`config.mk`:
```
export PLATFORM = sky130hd
export DESIGN_NAME = mem_bus_arbiter
export DESIGN_NICKNAME = d
export VERILOG_FILES = /design/src/rtl/mem_bus_arbiter.sv
export SDC_FILE = /design/constraint.sdc
export NUM_CORES = 1
export LEC_CHECK = 0
export CAP_MARGIN = 0
export CORE_ASPECT_RATIO = 0.9
export CORE_MARGIN = 5
export CORE_UTILIZATION = 45
export DETAILED_ROUTE_END_ITERATION = 10
export GPL_TIMING_DRIVEN = 0
export HOLD_SLACK_MARGIN = 0.15
export MAX_ROUTING_LAYER = met4
export PLACE_DENSITY = 0.87
export SYNTH_ARGS = -nofsm -noshare
export SYNTH_HDL_FRONTEND = slang
export SYNTH_SLANG_ARGS = --single-unit
```
`constraint.sdc`:
```
create_clock -name clk -period 4.9 [get_ports clk]
set_input_delay 0.735 -clock clk [delete_from_list [all_inputs] [get_ports clk]]
set_output_delay 0.735 -clock clk [all_outputs]
set_load 0.03 [all_outputs]
```
`src/rtl/mem_bus_arbiter.sv`:
```
`default_nettype none
// ============================================================================
//  Module   : mem_bus_arbiter
//  Purpose  : Shares the byte-wide RAM/IO bus between the instruction-fetch
//             port and the data (load/store) port. Each 1/2/4-byte request is
//             serialised into byte transfers; little-endian read data is
//             reassembled. IO writes are throttled by i_io_buffer_full and the
//             whole block freezes while i_rdy is low.
//  Revision : 1.0  initial release
// ----------------------------------------------------------------------------
//  Ports
//    clk, rst            clock, asynchronous active-high reset
//    i_rdy               global ready (low = freeze, no writes)
//    i_jump_flush        abort an in-flight instruction fetch
//    i_if_req/i_if_addr  fetch request (always 4 bytes), held until o_if_done
//    o_if_done/o_if_data 1-cycle done pulse with assembled instruction
//    i_dm_req/_we/_size  data request (size 00 byte, 01 half, 1x word)
//    i_dm_addr/_wdata    data address and store data (byte 0 in [7:0])
//    o_dm_done/_rdata    1-cycle done pulse with zero-extended load data
//    i_mem_din           read byte from memory (1-cycle latency)
//    o_mem_dout/_a/_wr   write byte, byte address, write strobe
//    i_io_buffer_full    IO transmit buffer full, holds IO write bytes
// ============================================================================
module mem_bus_arbiter #(
  parameter int         ADDR_W = 32,
  parameter logic [1:0] IO_SEL = 2'b11
) (
  input  logic              clk,
  input  logic              rst,
  input  logic              i_rdy,
  input  logic              i_jump_flush,
  input  logic              i_if_req,
  input  logic [ADDR_W-1:0] i_if_addr,
  output logic              o_if_done,
  output logic [31:0]       o_if_data,
  input  logic              i_dm_req,
  input  logic              i_dm_we,
  input  logic [1:0]        i_dm_size,
  input  logic [ADDR_W-1:0] i_dm_addr,
  input  logic [31:0]       i_dm_wdata,
  output logic              o_dm_done,
  output logic [31:0]       o_dm_rdata,
  input  logic [7:0]        i_mem_din,
  output logic [7:0]        o_mem_dout,
  output logic [ADDR_W-1:0] o_mem_a,
  output logic              o_mem_wr,
  input  logic              i_io_buffer_full
);

  typedef enum logic [1:0] {
    S_IDLE  = 2'd0,
    S_IF_RD = 2'd1,
    S_DM_RD = 2'd2,
    S_DM_WR = 2'd3
  } state_t;

  state_t            r_state;
  state_t            w_state_nxt;

  logic [ADDR_W-1:0] r_addr;
  logic [ADDR_W-1:0] r_mem_a;
  logic [31:0]       r_wdata;
  logic [31:0]       r_data;
  logic [7:0]        r_mem_dout;
  logic [2:0]        r_cnt;
  logic [2:0]        r_len;
  logic              r_if_done;
  logic              r_dm_done;

  logic [2:0]        w_cnt_inc;
  logic [2:0]        w_old_idx;
  logic [2:0]        w_dm_len;
  logic [ADDR_W-1:0] w_next_a;
  logic [ADDR_W-1:0] w_old_a;
  logic              w_is_rd;
  logic              w_io_block;
  logic              w_acc_dm;
  logic              w_acc_if;
  logic              w_rd_step;
  logic              w_rd_fin;
  logic              w_wr_issue;

  // r_cnt counts edges since accept for reads (byte r_cnt is issued, byte
  // r_cnt-1 arrives on i_mem_din), and the current byte index for writes.
  assign w_cnt_inc  = r_cnt + 3'd1;
  assign w_old_idx  = (r_cnt == 3'd0) ? 3'd0 : (r_cnt - 3'd1);
  assign w_next_a   = r_addr + ADDR_W'(w_cnt_inc);
  assign w_old_a    = r_addr + ADDR_W'(w_old_idx);
  assign w_is_rd    = (r_state == S_IF_RD) || (r_state == S_DM_RD);
  assign w_io_block = (r_addr[17:16] == IO_SEL) && i_io_buffer_full;

  always_comb begin
    w_dm_len = 3'd4;
    case (i_dm_size)
      2'b00:   w_dm_len = 3'd1;
      2'b01:   w_dm_len = 3'd2;
      default: w_dm_len = 3'd4;
    endcase
  end

  // Next-state and per-cycle strobes
  always_comb begin
    w_state_nxt = r_state;
    w_acc_dm    = 1'b0;
    w_acc_if    = 1'b0;
    w_rd_step   = 1'b0;
    w_rd_fin    = 1'b0;
    w_wr_issue  = 1'b0;
    case (r_state)
      S_IDLE: begin
        // A port still showing its done pulse has not dropped its request yet
        if (i_rdy) begin
          if (i_dm_req && !r_dm_done) begin
            w_acc_dm    = 1'b1;
            w_state_nxt = i_dm_we ? S_DM_WR : S_DM_RD;
          end else if (i_if_req && !r_if_done) begin
            w_acc_if    = 1'b1;
            w_state_nxt = S_IF_RD;
          end
        end
      end
      S_IF_RD: begin
        if (i_rdy) begin
          if (i_jump_flush) begin
            w_state_nxt = S_IDLE;
          end else begin
            w_rd_step = 1'b1;
            if (r_cnt == r_len) begin
              w_rd_fin    = 1'b1;
              w_state_nxt = S_IDLE;
            end
          end
        end
      end
      S_DM_RD: begin
        if (i_rdy) begin
          w_rd_step = 1'b1;
          if (r_cnt == r_len) begin
            w_rd_fin    = 1'b1;
            w_state_nxt = S_IDLE;
          end
        end
      end
      S_DM_WR: begin
        if (i_rdy && !w_io_block) begin
          w_wr_issue = 1'b1;
          if (w_cnt_inc == r_len) begin
            w_state_nxt = S_IDLE;
          end
        end
      end
      default: w_state_nxt = S_IDLE;
    endcase
  end

  always_ff @(posedge clk or posedge rst) begin
    if (rst) begin
      r_state <= S_IDLE;
    end else begin
      r_state <= w_state_nxt;
    end
  end

  // Datapath; nothing moves while i_rdy is low
  always_ff @(posedge clk or posedge rst) begin
    if (rst) begin
      r_addr     <= '0;
      r_mem_a    <= '0;
      r_wdata    <= '0;
      r_data     <= '0;
      r_mem_dout <= '0;
      r_cnt      <= '0;
      r_len      <= '0;
      r_if_done  <= 1'b0;
      r_dm_done  <= 1'b0;
    end else if (i_rdy) begin
      r_if_done <= 1'b0;
      r_dm_done <= 1'b0;

      if (w_acc_dm || w_acc_if) begin
        r_addr  <= w_acc_dm ? i_dm_addr : i_if_addr;
        r_mem_a <= w_acc_dm ? i_dm_addr : i_if_addr;
        r_cnt   <= 3'd0;
        r_data  <= '0;
        r_len   <= w_acc_dm ? w_dm_len : 3'd4;
        if (w_acc_dm) begin
          r_wdata <= i_dm_wdata;
        end
        if (w_acc_dm && i_dm_we) begin
          r_mem_dout <= i_dm_wdata[7:0];
        end
      end

      if (w_rd_step) begin
        if (r_cnt != 3'd0) begin
          r_data[{w_old_idx[1:0], 3'b000} +: 8] <= i_mem_din;
        end
        if (w_rd_fin) begin
          if (r_state == S_IF_RD) begin
            r_if_done <= 1'b1;
          end else begin
            r_dm_done <= 1'b1;
          end
        end else begin
          r_cnt <= w_cnt_inc;
          if (w_cnt_inc < r_len) begin
            r_mem_a <= w_next_a;
          end
        end
      end

      if (w_wr_issue) begin
        if (w_cnt_inc == r_len) begin
          r_dm_done <= 1'b1;
        end else begin
          r_cnt      <= w_cnt_inc;
          r_mem_a    <= w_next_a;
          r_mem_dout <= r_wdata[{w_cnt_inc[1:0], 3'b000} +: 8];
        end
      end
    end
  end

  // During a read stall the bus re-presents the oldest uncaptured byte so
  // i_mem_din holds that byte when the clock resumes.
  assign o_mem_a    = (!i_rdy && w_is_rd) ? w_old_a : r_mem_a;
  assign o_mem_dout = r_mem_dout;
  assign o_mem_wr   = w_wr_issue;
  assign o_if_done  = r_if_done && i_rdy && !i_jump_flush;
  assign o_dm_done  = r_dm_done && i_rdy;
  assign o_if_data  = r_data;
  assign o_dm_rdata = r_data;

endmodule
`default_nettype wire

```
==> results list, run 1 <==
- Result of the run: complete, no violations
- Buffers inserted to repair hold after CTS numbered 0.
- The net count of the finished layout is 1361.
* Core area: 19000 sq um
- Across the whole layout, storage elements account for 3650 sq um.
- Time the worst path needs with I/O delays and setup: 4.76 ns
- For this run, design rule violations remaining after detail routing come to 0.
- The design draws 7.42 mW.
- Worst min-delay path class: register to register
- Timing-limited maximum frequency: 0.210 GHz
- Quantity of I/O buffers inserted on ports: 220
* Mean routed wirelength per cell: 18.5 microns
- After detailed placement, the total cell area comes to 11100 sq um.
- Multiplexer fraction of the synthesized cell area: 0.0362
* Final count of hold timing violations: 0
* Total number of H-tree levels: 4
- Leakage power: 5.11 nW
- After filler insertion, the fill cell instance count of the layout stands at 1578.
- Synth-to-Final Area Change: 36.8%
* Actual slew at the worst max-slew pin: 0.863 ns
* #FFs+latches synth: 146
- Of the total synthesized cell area, the portion taken by XOR and XNOR cells is 0.0601.
* CTS tree: yes
- Effective utilization at floorplan: 0.453
* Synthesized area per cell: 8.78 sq um
- At the end of routability-driven placement, the weighted congestion stood at 0.969.
- Multi-input gate area in the final layout: 4340 sq um
- Of the synthesized area, sequential elements account for 0.425.
- The setup path with the least slack is of type register to output port.
* Synth area leaders: dfrtp_1 (42%), nand2_1 (9.6%), a21oi_1 (3.8%)
- For this block, the via count after detailed routing is 8224.
* Compound-Gate Fraction of Synth Area: 0.155
- GRT Total Usage: 0.254
- Total overflow reported by the global router: 0
- Clock transition at the register clock pins on the worst setup and hold paths after CTS: 0.07 ns
- The floorplan step defined a die boundary enclosing 22000 sq um.
- Setup violations remaining at the end of the flow were counted as 0.
- Entering global routing, the biggest net connects 99 pins.
- Max_slew headroom: 0.424
* Number of antenna violations at the first check in global routing: 0
* Cts bufs inserted: 17
* Fraction of layout instances using a drive strength above 1: 0.125
* Adder-cell share of the synthesized area: 0.0367
* Final setup skew: 0.00894 ns
* Pins Over Slew Limit: 0
- The floorplan has 48 rows.
- Share of the clock period used by the worst path after layout: 0.971
- Of the post-synthesis cell area, the dominant cell type holds 0.425.
- Via count of the first global-routing pass: 8229
* Worst VDD drop: 0.000265 V
- For this block, the routed nets add up to 27500 microns of wire.
- The number of antenna diodes in the final layout is 0.
* Maximum root-to-sink buffer count: 2
- Measured along the y axis, the die boundary spans 141 microns.
* Number of flops mapped to enable cells by yosys: 0
- The first detailed-routing pass ran for 5 iterations.
- Detailed Route Iter0 Violations: 891
- Syn Nets: 1118
- STA classifies the critical path startpoint as a register.
- Power density relative to cell area: 631 nW/um^2
* Post-DR vias/cell: 5.53
* Yosys warning total: 0
* Post-synthesis cell count: 980
* Simple-gate share of the synthesized area: 0.214
- The first global-routing pass estimated 43200 microns of wire.
- Post-Layout Inst Area: 11800 sq um
- Maximum fanout encountered on the critical timing path: 10
- 221 I/O pins were placed.
- Die boundary width: 156 microns
- Data on the critical path arrives at its endpoint at 4.02 ns.
* Final HPWL from detailed placement: 20100 microns
- The cell area that synthesis handed to floorplanning was 8600 sq um.
* Library cell used as clock root buffer: clkbuf_16
- Number of max-cap violations: 0
* Async set or reset register ratio after synthesis: 1.00
- At the worst endpoint, the required time is 4.16 ns.
* Number of library cell types mapped by synthesis: 55
- For the worst-skew pair, the clock arrives at the later sink with an insertion delay of 0.43 ns.
- For this run, the leading register cell type out of synthesis is dfrtp_1.
- By area, the combinational part of the netlist is dominated by simple AND/OR/NAND/NOR gates.
- Sort of element at the end of the critical path: output port
- Of all cell types, the one taking the most synthesized area is dfrtp_1.
- CTS sink count: 146
- Number of nets with antenna violations after routing: 0
[cell usage in the layout (no fill, tap or decap), types with 7 or more instances in the layout]
| cell | synthesis | final |
|---|---|---|
| nand2_1 | 221 | 221 |
| clkdlybuf4s50_1 | 0 | 197 |
| dfrtp_1 | 146 | 145 |
| a21oi_1 | 65 | 64 |
| o21ai_0 | 53 | 52 |
| nand3_1 | 42 | 42 |
| buf_4 | 32 | 37 |
| clkbuf_1 | 37 | 36 |
| xnor2_1 | 36 | 36 |
| nor2_1 | 36 | 35 |
| a22o_1 | 32 | 32 |
| o21a_1 | 30 | 30 |
| or2_2 | 25 | 25 |
| buf_2 | 24 | 24 |
| xor2_1 | 23 | 23 |
| ha_1 | 22 | 22 |
| inv_1 | 22 | 21 |
| nor3_1 | 19 | 19 |
| clkbuf_16 | 0 | 17 |
| nand4_1 | 15 | 15 |
| mux2i_1 | 12 | 11 |
| dlygate4sd2_1 | 0 | 10 |
| mux4_2 | 8 | 8 |
| buf_1 | 7 | 7 |
| nor4_1 | 8 | 7 |
| inv_6 | 0 | 7 |
[cells in the mapped netlist, types with 2 or more instances]
master	instances
nand2_1	221
dfrtp_1	146
a21oi_1	65
o21ai_0	53
nand3_1	42
clkbuf_1	37
nor2_1	36
xnor2_1	36
a22o_1	32
buf_4	32
o21a_1	30
or2_2	25
buf_2	24
xor2_1	23
ha_1	22
inv_1	22
nor3_1	19
nand4_1	15
mux2i_1	12
mux4_2	8
nor4_1	8
buf_1	7
a31oi_1	6
nand2b_1	6
and3_1	5
nor2b_1	4
a21o_1	3
a311oi_1	3
and4_1	3
clkbuf_2	3
o31ai_1	3
a2111oi_4	2
and4b_1	2
fa_1	2
o211ai_1	2
or3_1	2
[state kept, by name (all words and copies together), names as in the netlist, 2 cells and up]
| register | flops |
|---|---|
| o_mem_dout | 8 |
| r_len | 3 |
| r_mem_a | 32 |
| r_wdata | 32 |
| r_cnt | 3 |
| o_dm_rdata | 32 |
| r_state | 2 |
| r_addr | 32 |
[worst max-delay path, stage by stage, from the launching register on]
cell and delay, ns:
dfrtp_2 0.43, buf_6 0.19, inv_1 0.11, ha_1 0.27, ha_1 0.26, nor2_4 0.16
ha_1 0.20, inv_1 0.06, fa_1 0.42, nand2b_1 0.22, a2111oi_4 0.32, buf_6 0.20
and2b_1 0.14, xnor2_1 0.06, o21ai_0 0.16, clkdlybuf4s15_1 0.40
[metal layers]
| metal | global-route usage | vias to the layer above | wire length (microns) |
|---|---|---|---|
| li1 | - | 3801 | - |
| met3 | 0.0448 | 84 | 2170 |
| met4 | 0.103 | 0 | 931 |
| met5 | - | - | 0 |
| met2 | 0.400 | 424 | 12900 |
| met1 | 0.327 | 3915 | 11500 |
[cells by family (layout without fill, tap and decap cells)]
| logic type | Yosys count | count (layout) |
|---|---|---|
| compound gates | 205 | 205 |
| flops | 146 | 146 |
| mux | 21 | 21 |
| fa+ha+maj | 24 | 24 |
| buf+inv | 126 | 382 |
| xor+xnor | 59 | 59 |
| simple gates | 399 | 399 |
[power by group]
group | internal, mW | leakage, nW | switching (mW)
clock | 0.730 | 0.287 | 0.564
combinational | 1.60 | 3.06 | 2.57
sequential | 1.67 | 1.77 | 0.285
[final timing paths]
path                       slack (ns)  cells past startpoint                          to                     from
max in group asynchronous        3.33                      3     r_mem_a[12]$_DFFE_PP0P_                      rst
min                              0.47                      2     r_wdata[16]$_DFFE_PP0P_  r_wdata[16]$_DFFE_PP0P_
min in group asynchronous        0.71                      2  o_dm_rdata[28]$_DFFE_PP0P_                      rst
max reg2reg                      1.06                     11     r_mem_a[28]$_DFFE_PP0P_     r_cnt[0]$_DFFE_PP0P_
max                              0.14                     15                 o_mem_a[18]     r_cnt[0]$_DFFE_PP0P_
min reg2reg                      0.47                      2     r_wdata[16]$_DFFE_PP0P_  r_wdata[16]$_DFFE_PP0P_
[cell type report]
type,count,area share
flip-flops and latches,146,0.311
repair buffers,224,0.190
clock inverters,14,0.0122
plain buffers,104,0.0477
well taps,250,0.0266
clock buffers,18,0.0373
inverters,22,0.00744
multi-input cells,708,0.368
[through the flow]
stage           TNS, ns  setup slack [ns]   util  instances  hold WS, ns
6_report              0             0.141  0.620       1486        0.472
5_1_grt        -0.00332          -0.00174  0.620       1486        0.487
4_1_cts         -0.0311           -0.0293  0.620       1485        0.474
3_5_place_dp      -6.93            -0.631  0.587       1451        0.457
3_3_place_gp    -257.75             -1.73  0.586       1450        0.454
2_1_floorplan         0             0.242      -        980        0.440
[timing repair]
item | in CTS | in global routing
setup endpoints to repair | 30 | 18
pin swaps | 1 | 0
gates resized for setup | 45 | 24
gates cloned | 0 | 0
setup buffers | 2 | 1
(Power assumes the default switching activity.)
==> inputs of run 2 (changes only) <==
--- a/config.mk
+++ b/config.mk
@@ -6,9 +6,11 @@
 export NUM_CORES = 1
 export LEC_CHECK = 0
 export CAP_MARGIN = 0
+export CELL_PAD_IN_SITES_DETAIL_PLACEMENT = 1
+export CELL_PAD_IN_SITES_GLOBAL_PLACEMENT = 1
 export CORE_ASPECT_RATIO = 0.9
 export CORE_MARGIN = 5
-export CORE_UTILIZATION = 45
+export CORE_UTILIZATION = 33
 export DETAILED_ROUTE_END_ITERATION = 10
 export GPL_TIMING_DRIVEN = 0
 export HOLD_SLACK_MARGIN = 0.15
==> results list, run 2 (synthesis gave the netlist of run 1 again) <==
* Final count of hold timing violations: 0 (unchanged)
* Unrepaired setup endpoints after global routing: yes
- Placed Cells: 1549 (was 1451)
- Hold Buf Count CTS: 0 (unchanged)
- Num rows: 56 (was 48)
- The total clock buffers created by CTS is 17 (unchanged).
- Result of the run: complete, no violations (unchanged).
* Library cell used as clock root buffer: clkbuf_16 (unchanged)
* Effective utilization at floorplan: 0.333 (was 0.453)
- The power share of the combinational group is 0.561 (was 0.562).
- Time the worst path needs with I/O delays and setup: 4.83 ns (was 4.76 ns)
- Detailed Route Iter0 Violations: 500 (was 891)
* Clock transition at the register clock pins on the worst setup and hold paths after CTS: 0.07 ns (about the same)
- The standard cell core area came to 25900 sq um (was 19000 sq um).
- The via-per-instance ratio came to 5.20 (was 5.53).
- Worst setup slack after layout: 0.0671 ns (was 0.141 ns)
* Via count of the first global-routing pass: 9018 (was 8229)
- The startpoint of the most critical register-to-register path was r_cnt[0]$_DFFE_PP0P_ (unchanged).
- The initial antenna violation count came to 0 (unchanged).
- The number of filler instances in the final layout came to 2986 (was 1578).
- Type of the setup path with the least slack: register to output port (unchanged)
* Leading cell type in the layout, fill and taps excluded: nand2_1 (unchanged)
* Timing-limited maximum frequency: 0.207 GHz (was 0.210 GHz)
- The die footprint is 29400 sq um (was 22000 sq um).
* DRT Pass-1 Iters: 4 (was 5)
* Final setup violation count: 0 (unchanged)
- The final routed wirelength across all metal layers was 32800 microns (was 27500 microns).
- Setup crit start kind: register (unchanged)
* Final Hold Slack: 0.476 ns (was 0.472 ns)
- The worst hold path startpoint was r_wdata[9]$_DFFE_PP0P_ (was r_wdata[16]$_DFFE_PP0P_).
- Power consumption: 7.74 mW (was 7.42 mW)
* Source-to-sink clock delay at the later pin of the worst-skew pair: 0.43 ns (about the same)
- The share of the clock period used by the worst path is 0.986 (was 0.971).
- The setup clock skew after layout was 0.0101 ns (was 0.00894 ns).
* Switching Power: 3.62 mW (was 3.42 mW)
* Ant. Diodes: 0 (unchanged)
- The routed length per instance came to 20.6 microns (was 18.5 microns).
- The transition time at the pin with the least slew margin was 0.841 ns (was 0.863 ns).
- Maximum number of pins on one net before global-route repair: 80 (was 99)
- The worst min-delay path class is register to register (unchanged).
- The count of cells along the worst register-to-register path is 11 (unchanged).
- Endpoint, Worst Hold: r_wdata[9]$_DFFE_PP0P_ (was r_wdata[16]$_DFFE_PP0P_)
* Vert. Die Dim: 163 microns (was 141 microns)
- Arrival time at the worst endpoint: 4.10 ns (was 4.02 ns)
- The detailed-route DRC error count came to 0 (unchanged).
* Leakage power: 5.16 nW (was 5.11 nW)
- Finished Core Util: 0.463 (was 0.620)
* Flop pwr share: 0.254 (was 0.264)
- Routability-driven placement congestion ratio: 0.848 (was 0.969)
- Critical path data required time: 4.16 ns (about the same)
* Post-Layout Inst Area: 12000 sq um (was 11800 sq um)
- The synthesis-to-finish area growth is 39.1% (was 36.8%).
- The residual antenna-violating net count after detailed routing came to 0 (unchanged).
* Register-to-register setup slack: 1.04 ns (was 1.06 ns)
- Power density relative to cell area: 646 nW/um^2 (was 631 nW/um^2)
* Post-Place Setup Slack: -0.781 ns (was -0.631 ns)
- The clock tree from TritonCTS is yes (unchanged).
* Number of standard cells in the final layout excluding fillers: 1588 (was 1486)
- Vias after detailed routing: 8263 (was 8224)
- Worst VDD drop: 0.000221 V (was 0.000265 V)
- The destination of the worst register-to-register timing path was r_mem_a[16]$_DFFE_PP0P_ (was r_mem_a[28]$_DFFE_PP0P_).
* Quantity of I/O buffers inserted on ports: 220 (unchanged)
* Maximum fanout encountered on the critical timing path: 10 (unchanged)
- The internal power of the cells was 4.11 mW (was 4.00 mW).
- Total number of H-tree levels: 4 (unchanged)
- The portion of total power attributed to the clock network came to 0.186 (was 0.174).
- Hold depth: 2 (unchanged)
* Sort of element at the end of the critical path: output port (unchanged)
- The relative slew slack is 0.434 (was 0.424).
* Number of max-cap violations: 0 (unchanged)
* Total Neg Setup Slack: 0 ns (unchanged)
* Top library cells by usage in the layout, fill and taps aside: nand2_1 (221), clkdlybuf4s50_1 (196), dfrtp_1 (145) (was nand2_1 (221), clkdlybuf4s50_1 (197), dfrtp_1 (145))
- Fraction of layout instances using a drive strength above 1: 0.129 (was 0.125)
* Die boundary width: 180 microns (was 156 microns)
- CTS sink count: 146 (unchanged)
- Total placed instance area: 11300 sq um (was 11100 sq um)
- Fraction of power spent switching nets: 0.468 (was 0.461)
- Pins Over Slew Limit: 0 (unchanged)
* GRT Total Usage: 0.224 (was 0.254)
- The wire length of the first global-routing pass is 50500 microns (was 43200 microns).
* Total overflow reported by the global router: 0 (unchanged)
- The largest buffer count on any clock path was 2 (unchanged).
- The total half-perimeter wirelength after legalization and detailed placement was 23800 microns (was 20100 microns).
- I/O pin count: 221 (unchanged)
* Post-layout nets: 1365 (was 1361)
## run 2: timing repair
action                                  CTS  global route
endpoints found under the setup margin   31            13
cloned                                    0             1
pin swaps                                 1             2
buffers inserted                          3             3
resized for setup                        59            25
## run 2: area by class of cell
type | count | area, sq um | share of cell area
multi-input combinational | 708 | 4340 | 0.363
sequential | 146 | 3650 | 0.305
timing repair buffer | 228 | 2250 | 0.188
buffer | 104 | 566 | 0.0473
tap | 348 | 435 | 0.0364
clock buffer | 17 | 425 | 0.0355
clock inverter | 15 | 214 | 0.0179
inverter | 22 | 87.6 | 0.00732
## run 2: layer usage
layer,share of wire,GRT usage
met1,0.43,0.277
met2,0.50,0.377
met3,0.045,0.0367
met4,0.028,0.0784
met5,0,-
## run 2: worst max-delay path by stage
stage | startpoint | endpoint | slack (ns) | depth (start not counted)
6_report | r_cnt[0]$_DFFE_PP0P_ | o_mem_a[11] | 0.07 | 13
5_1_grt | r_cnt[0]$_DFFE_PP0P_ | o_mem_a[14] | -0.05 | 15
4_1_cts | r_cnt[0]$_DFFE_PP0P_ | o_mem_a[31] | 0.05 | 12
3_5_place_dp | r_cnt[0]$_DFFE_PP0P_ | o_mem_a[24] | -0.78 | 14
3_3_place_gp | rst | r_addr[10]$_DFFE_PP0P_ | -1.95 | 2
2_1_floorplan | rst | o_dm_rdata[0]$_DFFE_PP0P_ | 0.24 | 1
## run 2: critical path, cell delays in order (launching register included)
cell and delay (ns):
dfrtp_2 0.43, buf_8 0.16, inv_1 0.14, ha_1 0.25, mux2i_2 0.39, inv_1 0.14, ha_1 0.29, a21o_1 0.20
a21oi_2 0.33, clkbuf_4 0.34, nor3_1 0.10, xnor2_1 0.18, o21ai_0 0.27, dlygate4sd2_1 0.44
## run 2: power by group through the flow
stage,Combinational (mW),Clock [mW],Sequential [mW]
5_1_grt,4.65,1.52,2.01
4_1_cts,4.33,1.46,1.95
3_5_place_dp,4.29,0,1.97
3_3_place_gp,4.12,0,1.93
6_report,4.34,1.44,1.96
2_1_floorplan,2.72,0,1.97
==> inputs of run 3 (changes only) <==
--- a/config.mk
+++ b/config.mk
@@ -5,13 +5,14 @@
 export SDC_FILE = /design/constraint.sdc
 export NUM_CORES = 1
 export LEC_CHECK = 0
-export CAP_MARGIN = 0
-export CELL_PAD_IN_SITES_DETAIL_PLACEMENT = 1
+export CAP_MARGIN = 20
+export CELL_PAD_IN_SITES_DETAIL_PLACEMENT = 0
 export CELL_PAD_IN_SITES_GLOBAL_PLACEMENT = 1
 export CORE_ASPECT_RATIO = 0.9
 export CORE_MARGIN = 5
 export CORE_UTILIZATION = 33
 export DETAILED_ROUTE_END_ITERATION = 10
+export GPL_ROUTABILITY_DRIVEN = 0
 export GPL_TIMING_DRIVEN = 0
 export HOLD_SLACK_MARGIN = 0.15
 export MAX_ROUTING_LAYER = met4
==> results list, run 3 (synthesis gave the netlist of run 1 again) <==
- Die boundary width: 180 microns (unchanged)
- Maximum number of pins on one net before global-route repair: 80 (unchanged)
- Total number of H-tree levels: 4 (unchanged)
- Final count of hold timing violations: 0 (unchanged)
- The final routed wirelength across all metal layers came to 28000 microns (was 32800 microns).
- The number of global-route vias before repair was 7746 (was 9018).
* Library cell used as clock root buffer: clkbuf_16 (unchanged)
- Core area: 25900 sq um (unchanged)
* DRC Markers: 0 (unchanged)
- Total placed instance area: 11300 sq um (unchanged)
- The number of placement rows came to 56 (unchanged).
* First-pass GRT wire length: 43200 microns (was 50500 microns)
* GRT Total Usage: 0.190 (was 0.224)
- Clock transition at the register clock pins on the worst setup and hold paths after CTS: 0.07 ns (about the same)
- The via-per-instance ratio was 4.95 (was 5.20).
- Vert. Die Dim: 163 microns (unchanged)
- The power per unit of standard cell area came to 627 nW/um^2 (was 646 nW/um^2).
* CTS sink count: 146 (unchanged)
- The initial antenna violation count came to 0 (unchanged).
- The highest ir drop seen on vdd came to 0.000273 V (was 0.000221 V).
- Quantity of I/O buffers inserted on ports: 220 (unchanged)
* Fraction of layout instances using a drive strength above 1: 0.125 (was 0.129)
- The number of nets in the layout was 1361 (was 1365).
- The met1 track demand over resource is 0.259 (was 0.277).
* Worst min-delay path class: register to register (unchanged)
- I/O pin count: 221 (unchanged)
- Type of the setup path with the least slack: register to output port (unchanged)
- The final standard cell count with taps included and fillers excluded is 1584 (was 1588).
* Detailed Route Iter0 Violations: 456 (was 500)
* Number of max-cap violations: 0 (unchanged)
- Timing-limited maximum frequency: 0.212 GHz (was 0.207 GHz)
* Sort of element at the end of the critical path: output port (unchanged)
- Post-Layout Inst Area: 11900 sq um (was 12000 sq um)
* Time the worst path needs with I/O delays and setup: 4.72 ns (was 4.83 ns)
- DRT Pass-1 Iters: 5 (was 4)
* Layer carrying the most global-route usage: met2 (unchanged)
- Maximum root-to-sink buffer count: 2 (unchanged)
- The peak fanout along the critical path was 10 (unchanged).
* Result of the run: complete, no violations (unchanged)
- The met3 global-route usage is 0.0338 (was 0.0367).
- The arrival time of the worst setup path is 3.99 ns (was 4.10 ns).
- Ant. Diodes: 0 (unchanged)
* Effective utilization at floorplan: 0.333 (unchanged)
- Placed Cells: 1549 (unchanged)
- The transition time at the pin with the least slew margin came to 0.902 ns (was 0.841 ns).
- The setup-violating endpoint count in the final report came to 0 (unchanged).
- The clock tree from TritonCTS is yes (unchanged).
- Top library cells by usage in the layout, fill and taps aside: nand2_1 (221), clkdlybuf4s50_1 (196), dfrtp_1 (145) (unchanged)
- The via count is 7848 (was 8263).
* Number of nets with antenna violations after routing: 0 (unchanged)
- The share of the clock period used by the worst path is 0.964 (was 0.986).
- The data required time of the critical path came to 4.16 ns (about the same).
* Met2 demand-to-capacity share in global routing: 0.298 (was 0.377)
* Power consumption: 7.48 mW (was 7.74 mW)
- Total overflow reported by the global router: 0 (unchanged)
- The synthesis-to-finish area growth came to 38.7% (was 39.1%).
- The kind of start point of the critical path is a register (unchanged).
- The setup clock skew after layout was 0.0127 ns (was 0.0101 ns).
- Leakage power: 5.11 nW (was 5.16 nW)
* Max_slew headroom: 0.392 (was 0.434)
- The total count of max-transition violations in the final report was 0 (unchanged).
* Area enclosed by the die boundary: 29400 sq um (unchanged)
- Final HPWL from detailed placement: 20900 microns (was 23800 microns)
* Mean routed wirelength per cell: 17.7 microns (was 20.6 microns)
- Source-to-sink clock delay at the later pin of the worst-skew pair: 0.43 ns (about the same)
* Cts bufs inserted: 17 (unchanged)
- The most common cell after layout, fill and taps aside is nand2_1 (unchanged).
-- run 3: cell types whose count changed in the layout (fill, tap and decap cells not counted), moves of 2 or more --
cell,previous run,this run
buf_4,39,35
clkdlybuf4s15_2,0,4
dlygate4sd2_1,11,15
buf_2,29,26
dlymetal6s2s_1,4,1
inv_6,5,7
-- run 3: final cells by class --
class / instances / area, sq um
clock inverters: 15 / 211
well taps: 348 / 435
plain buffers: 104 / 562
clock buffers: 17 / 425
fillers: 2493 / 13900
multi-input cells: 708 / 4330
inverters: 22 / 87.6
flip-flops and latches: 146 / 3650
repair buffers: 224 / 2230
-- run 3: timing repair --
action,4_1_cts,5_1_grt
hold buffers,0,0
gates resized for setup,58,10
pin swaps,1,0
buffers inserted,1,2
setup endpoints to repair,29,24
-- run 3: power by group --
| part | leakage [nW] | internal [mW] | switching (mW) | total (mW) |
|---|---|---|---|---|
| clock | 0.310 | 0.830 | 0.600 | 1.43 |
| combinational | 3.03 | 1.59 | 2.54 | 4.13 |
| sequential | 1.77 | 1.67 | 0.253 | 1.92 |
| total | 5.11 | 4.09 | 3.39 | 7.48 |
-- run 3: routing by layer --
layer,vias to the layer above,part of all wire
li1,3811,-
met1,3802,0.48
met2,202,0.46
met3,33,0.044
met4,0,0.019
met5,-,0
-- run 3: worst paths after layout --
| path | startpoint | to | slack [ns] | cells after the start |
|---|---|---|---|---|
| setup / recovery | r_cnt[0]$_DFFE_PP0P_ | o_mem_a[29] | 0.18 | 12 |
| hold / removal | r_wdata[16]$_DFFE_PP0P_ | r_wdata[16]$_DFFE_PP0P_ | 0.47 | 2 |
| setup reg to reg | r_cnt[0]$_DFFE_PP0P_ | r_mem_a[18]$_DFFE_PP0P_ | 1.20 | 11 |
| hold reg to reg | r_wdata[16]$_DFFE_PP0P_ | r_wdata[16]$_DFFE_PP0P_ | 0.47 | 2 |
| max in group asynchronous | rst | r_cnt[0]$_DFFE_PP0P_ | 3.31 | 3 |
| min in group asynchronous | rst | o_dm_rdata[11]$_DFFE_PP0P_ | 0.77 | 2 |
-- run 3: worst max-delay path, stage by stage (launching register included) --
cell	delay (ns)
dfrtp_2	0.43
buf_6	0.16
inv_1	0.13
ha_1	0.24
mux2i_2	0.38
inv_1	0.14
ha_1	0.30
a21o_1	0.20
a21oi_2	0.33
nor4b_1	0.12
xnor2_1	0.13
o21ai_0	0.26
clkdlybuf4s50_1	0.74
-- run 3: stage by stage --
| step | hold slack, ns | setup WS [ns] | utilization | setup TNS, ns |
|---|---|---|---|---|
| 4_1_cts | 0.475 | -0.0662 | 0.461 | -0.0741 |
| 6_report | 0.470 | 0.177 | 0.462 | 0 |
| 5_1_grt | 0.497 | -0.00138 | 0.462 | -0.00233 |
| 3_3_place_gp | 0.454 | -1.95 | 0.435 | -291.23 |
| 3_5_place_dp | 0.457 | -0.659 | 0.436 | -8.76 |
| 2_1_floorplan | 0.440 | 0.242 | - | 0 |
